**src/rtl/memory_strb_ws.sv**
```systemverilog
// rtl/memory_strb_ws.sv - single-port memory with byte strobes, wait states and range error
module memory_strb_ws #(
  parameter int WIDTH       = 32,
  parameter int DEPTH       = 32,
  parameter int ADDR_WIDTH  = $clog2(DEPTH),
  parameter int WAIT_STATES = 0,
  parameter int STRB_WIDTH  = WIDTH / 8
) (
  input  logic                  clk_i,
  input  logic                  rst_i,
  input  logic [ADDR_WIDTH-1:0] addr_i,
  input  logic                  wr_rd_i,
  input  logic [WIDTH-1:0]      wdata_i,
  input  logic [STRB_WIDTH-1:0] wstrb_i,
  input  logic                  valid_i,
  output logic [WIDTH-1:0]      rdata_o,
  output logic                  ready_o,
  output logic                  err_o
);

  localparam logic [1:0] S_IDLE = 2'd0;
  localparam logic [1:0] S_WAIT = 2'd1;
  localparam logic [1:0] S_RESP = 2'd2;

  logic [1:0]            state;
  logic [3:0]            cnt;
  logic [ADDR_WIDTH-1:0] addr_q;
  logic                  wr_q;
  logic [WIDTH-1:0]      wdata_q;
  logic [STRB_WIDTH-1:0] wstrb_q;
  logic [WIDTH-1:0]      mem [0:DEPTH-1];
  logic                  in_range;

  // Only non-power-of-2 depths can see an address past the last word.
  always_comb begin
    in_range = (32'(addr_q) < 32'(DEPTH));
  end

  // Request FSM: latch on accept, count down wait states, perform one access, pulse ready.
  always_ff @(posedge clk_i or posedge rst_i) begin
    if (rst_i) begin
      state   <= S_IDLE;
      cnt     <= '0;
      ready_o <= 1'b0;
      err_o   <= 1'b0;
      rdata_o <= '0;
      addr_q  <= '0;
      wr_q    <= 1'b0;
      wdata_q <= '0;
      wstrb_q <= '0;
      for (int i = 0; i < DEPTH; i++) begin
        mem[i] <= '0;
      end
    end else begin
      case (state)
        S_IDLE: begin
          ready_o <= 1'b0;
          err_o   <= 1'b0;
          if (valid_i) begin
            addr_q  <= addr_i;
            wr_q    <= wr_rd_i;
            wdata_q <= wdata_i;
            wstrb_q <= wstrb_i;
            cnt     <= 4'(WAIT_STATES);
            state   <= S_WAIT;
          end
        end
        S_WAIT: begin
          if (cnt != 4'd0) begin
            cnt <= cnt - 4'd1;
          end else begin
            ready_o <= 1'b1;
            state   <= S_RESP;
            if (in_range) begin
              err_o <= 1'b0;
              if (wr_q) begin
                for (int k = 0; k < STRB_WIDTH; k++) begin
                  if (wstrb_q[k]) begin
                    mem[addr_q][8*k +: 8] <= wdata_q[8*k +: 8];
                  end
                end
              end else begin
                rdata_o <= mem[addr_q];
              end
            end else begin
              // Out-of-range: writes are dropped, reads return zero.
              err_o <= 1'b1;
              if (!wr_q) begin
                rdata_o <= '0;
              end
            end
          end
        end
        S_RESP: begin
          ready_o <= 1'b0;
          err_o   <= 1'b0;
          state   <= S_IDLE;
        end
        default: begin
          ready_o <= 1'b0;
          err_o   <= 1'b0;
          state   <= S_IDLE;
        end
      endcase
    end
  end

endmodule

```
**config.mk**
```make
export PLATFORM = sky130hd
export DESIGN_NAME = memory_strb_ws
export DESIGN_NICKNAME = d
export VERILOG_FILES = /design/src/rtl/memory_strb_ws.sv
export SDC_FILE = /design/constraint.sdc
export NUM_CORES = 2
export LEC_CHECK = 0
export CORE_AREA = 2 2 319 321
export CTS_BUF_LIST = sky130_fd_sc_hd__clkbuf_4 sky130_fd_sc_hd__clkbuf_8
export DETAILED_ROUTE_END_ITERATION = 10
export DIE_AREA = 0 0 321 323
export GPL_TIMING_DRIVEN = 0
export PLACE_DENSITY = 0.69
export SYNTH_ARGS = -nofsm -noshare
export SYNTH_HDL_FRONTEND = slang
export SYNTH_SLANG_ARGS = --single-unit
```
**constraint.sdc**
```tcl
create_clock -name clk_i -period 37.5 [get_ports clk_i]
set_input_delay 7.5 -clock clk_i [delete_from_list [all_inputs] [get_ports clk_i]]
set_output_delay 7.5 -clock clk_i [all_outputs]
set_load 0.01 [all_outputs]
```
==> flow_metrics.py <==
metrics = {
    "detailed_routing": {
        "antenna_left": 0,
        "via_count": 32900,
        "drt_pass1_iterations": 6,
        "avgRoutedWirePerCell_um": 33.8,
        "drt_iter0_markers": 3916,
        "routed_wl_um": 172000,
        "vias_per_cell": 6.46,
        "drc": 0,
    },
    "power": {
        "ir_drop_mv": 0.0540,
        "pwr-share-clk_pct": 27.3,
        "power.leakage_nw": 27.2,
        "seqPwrFrac_pct": 37.9,
        "switching_share_pct": 38.9,
        "p_per_area_nw_per_um2": 73.0,
        "pwr-share-comb_pct": 34.7,
        "finalPower_mw": 4.15,
        "p_int_mw": 2.54,
        "p_switching_mw": 1.62,
    },
    "logic_synthesis": {
        "synthesis.nets": 3405,
        "ys.flop_type": "dfrtp_1",
        "synth_edf_count": 0,
        "yosysSeqAreaShare_pct": 55.4,
        "synthTopCellsByArea": "dfrtp_1 (55%), mux2_2 (22%), mux4_2 (7.1%), mux2i_1 (4.4%), mux2_1 (2.3%)",
        "async_reset_ff_share_pct": 100,
        "postSynthAreaPerCell_um2": 14.9,
        "synth-seq-cells": 1105,
        "synthCells": 3358,
        "ys_types": 58,
        "syn_area_um2": 49900,
        "yosysTopAreaCell": "dfrtp_1",
        "netlist.area_leader.share_pct": 55.4,
        "synth_warnings": 0,
    },
    "place": {
        "place_ws_ps": 27170,
        "gp_congestion": 0.954,
        "dp_hpwl_um": 115000,
        "io_buffer_count": 77,
        "dp.cells": 4778,
    },
    "sta": {
        "fin_ws_ps": 27980,
        "clock_skew_ps": 72.0,
        "final_hold_viol_count": 0,
        "slew_headroom_pct": -3.39,
        "timing.final.crit_share_pct": 25.4,
        "fin_crit_ps": 9520,
        "rsz0062_at_grt": "false",
        "fin_tns_setup_ps": 0,
        "fmax_mhz": 105,
        "final-max-slew-violation-count": 32,
        "worst_pin_slew_ps": 1550,
        "finalSetupViolations": 0,
    },
    "global_route": {
        "grt_pass1_vias": 32800,
        "grt_max_degree": 43,
        "grt_usage_pct": 33.5,
        "grt_pass1_wl_um": 242000,
        "antenna_found_initial": 8,
        "grt_overflow_total": 0,
    },
    "final_layout": {
        "seqCellArea_um2": 27700,
        "multi_input_area_um2": 21200,
        "nets": 3702,
        "fin_util_pct": 56.5,
        "fin_cells": 5098,
        "final_cell_mix": "dfrtp_1 (1105), mux2_2 (965), clkbuf_8 (237)",
        "drive_gt1_share_pct": 43.1,
        "final_common_cell": "dfrtp_1",
        "final.fill_count": 8241,
        "area_growth_pct": 14.1,
    },
    "floorplan": {
        "fp.dieH_um": 323,
        "dieWidth_um": 321,
        "initial_core_util_pct": 49.5,
        "coreArea_um2": 101000,
        "die_area_um2": 104000,
        "std_cell_rows": 117,
        "ios": 79,
    },
    "setup_path": {
        "cp-start-kind": "flop",
        "crit_required_ps": 30000,
        "arrival_ps": 2020,
        "path_class": "flop to primary output",
        "path_delay_family": "buffers and inverters",
        "crit_path_end_kind": "primary output",
        "critPathSlowestCell": "clkdlybuf4s50_1",
        "path_buf_inv": 1,
        "cp_max_fo": 2,
        "r2r_slack_ps": 32850,
        "path_cells": "clkdlybuf4s50_1",
        "worst_path_largest_cell_delay_ps": 600,
    },
    "clock_network": {
        "cts_resized": 0,
        "holdBufCountCts": 0,
        "htree_levels": 4,
        "postCtsSetupBuffers": 0,
        "cts-root-buf": "clkbuf_8",
        "clk_latency_ps": 910,
        "cts.sink_count": 1105,
        "cts_buffers": 182,
        "clk_pin_slew_ps": 70,
        "cts_tree": "yes",
        "clock_path_buffers": 3,
    },
    "job": {
        "cap_violations": 4,
    },
    "hold_path": {
        "hold_path_class": "flop to flop",
    },
    "run_status": {
        "violations": "capacitance limit, slew limit",
        "outcome": "finished, violations left",
    },
}
stage by stage:
step	hold WS (ps)	area, µm²
2_1_floorplan	459	49900
3_3_place_gp	468	52300
3_5_place_dp	478	53000
4_1_cts	490	56900
5_1_grt	502	56900
6_report	486	56900
registers in the layout, summed over array words and instances (netlist names):
signal / count
mem: 1024
rdata_o: 32
wdata_q: 32
addr_q: 5
cnt: 4
wstrb_q: 4
state: 2
ready_o: 1
wr_q: 1
synth_stat cells (all sizes together), types with 2 or more instances:
master,instances
and4,3
or4b,3
nor2,112
o22ai,92
dfrtp,1105
a41oi,4
o22a,11
a22oi,32
nand3,27
buf,88
o21ai,12
clkbuf,153
a211oi,2
nand4bb,4
a311oi,2
nor3b,2
nor4,19
mux2,1069
a21oi,11
mux4,157
o2111ai,6
mux2i,218
or4,2
nor3,12
a2111oi,5
a31o,5
and3,6
ha,2
xor2,2
nand2,132
nand4b,3
a21o,3
a22o,5
nand2b,2
and2,13
nand4,3
o32a,10
inv,5
nor2b,9
power groups by stage:
| stage | Sequential (mW) | Combinational (mW) | Clock, mW |
|---|---|---|---|
| after detailed placement | 1.59 | 1.38 | 0 |
| final | 1.58 | 1.44 | 1.14 |
| after global routing | 1.60 | 1.47 | 1.20 |
| after CTS | 1.57 | 1.39 | 1.14 |
| after floorplan | 1.54 | 0.784 | 0 |
| after global placement | 1.59 | 1.36 | 0 |
worst paths after layout:
| path | cells past startpoint | to | startpoint |
|---|---|---|---|
| min in group asynchronous | 2 | mem[1017]$_DFFE_PP0P_ | rst_i |
| max in group asynchronous | 9 | mem[45]$_DFFE_PP0P_ | rst_i |
| min reg2reg | 1 | mem[915]$_DFFE_PP0P_ | mem[915]$_DFFE_PP0P_ |
| max reg2reg | 8 | rdata_o[13]$_DFFE_PP0P_ | addr_q[1]$_DFFE_PP0P_ |
| min | 1 | mem[915]$_DFFE_PP0P_ | mem[915]$_DFFE_PP0P_ |
| max | 1 | rdata_o[21] | rdata_o[21]$_DFFE_PP0P_ |
routing by layer:
metal  wire, µm  share of wire [%]  track usage [%]  vias to the layer above
met2      75200                 44             49.2                     1888
li1           -                  -                -                    13000
met5          8             0.0046                0                        -
met1      69000                 40             45.1                    17500
met3      18900                 11             10.8                      493
met4       9240                5.4             16.3                        2
final cells by class:
class	instances	share of cell area, %
diodes	3	0.0132
plain buffers	241	1.81
clock buffers	300	6.56
clock inverters	15	0.279
inverters	5	0.0396
multi-input cells	2007	37.2
flip-flops and latches	1105	48.6
well taps	1309	2.88
repair buffers	113	2.60
cells by family (layout without fill, tap and decap cells):
family / count (synthesis) / in the layout / share of synthesized area [%]
buffers and inverters: 246 / 674 / 2.09
and+or+nand+nor: 355 / 355 / 3.95
other: 1 / 4 / 0.00752
adders and majority gates: 2 / 2 / 0.0501
muxes: 1444 / 1444 / 35.6
AOI/OAI and AO/OA: 203 / 203 / 2.85
xor gates and xnor gates: 2 / 2 / 0.0351
DFF: 1105 / 1105 / 55.4
Note: power is estimated with default switching activity, not from simulation.
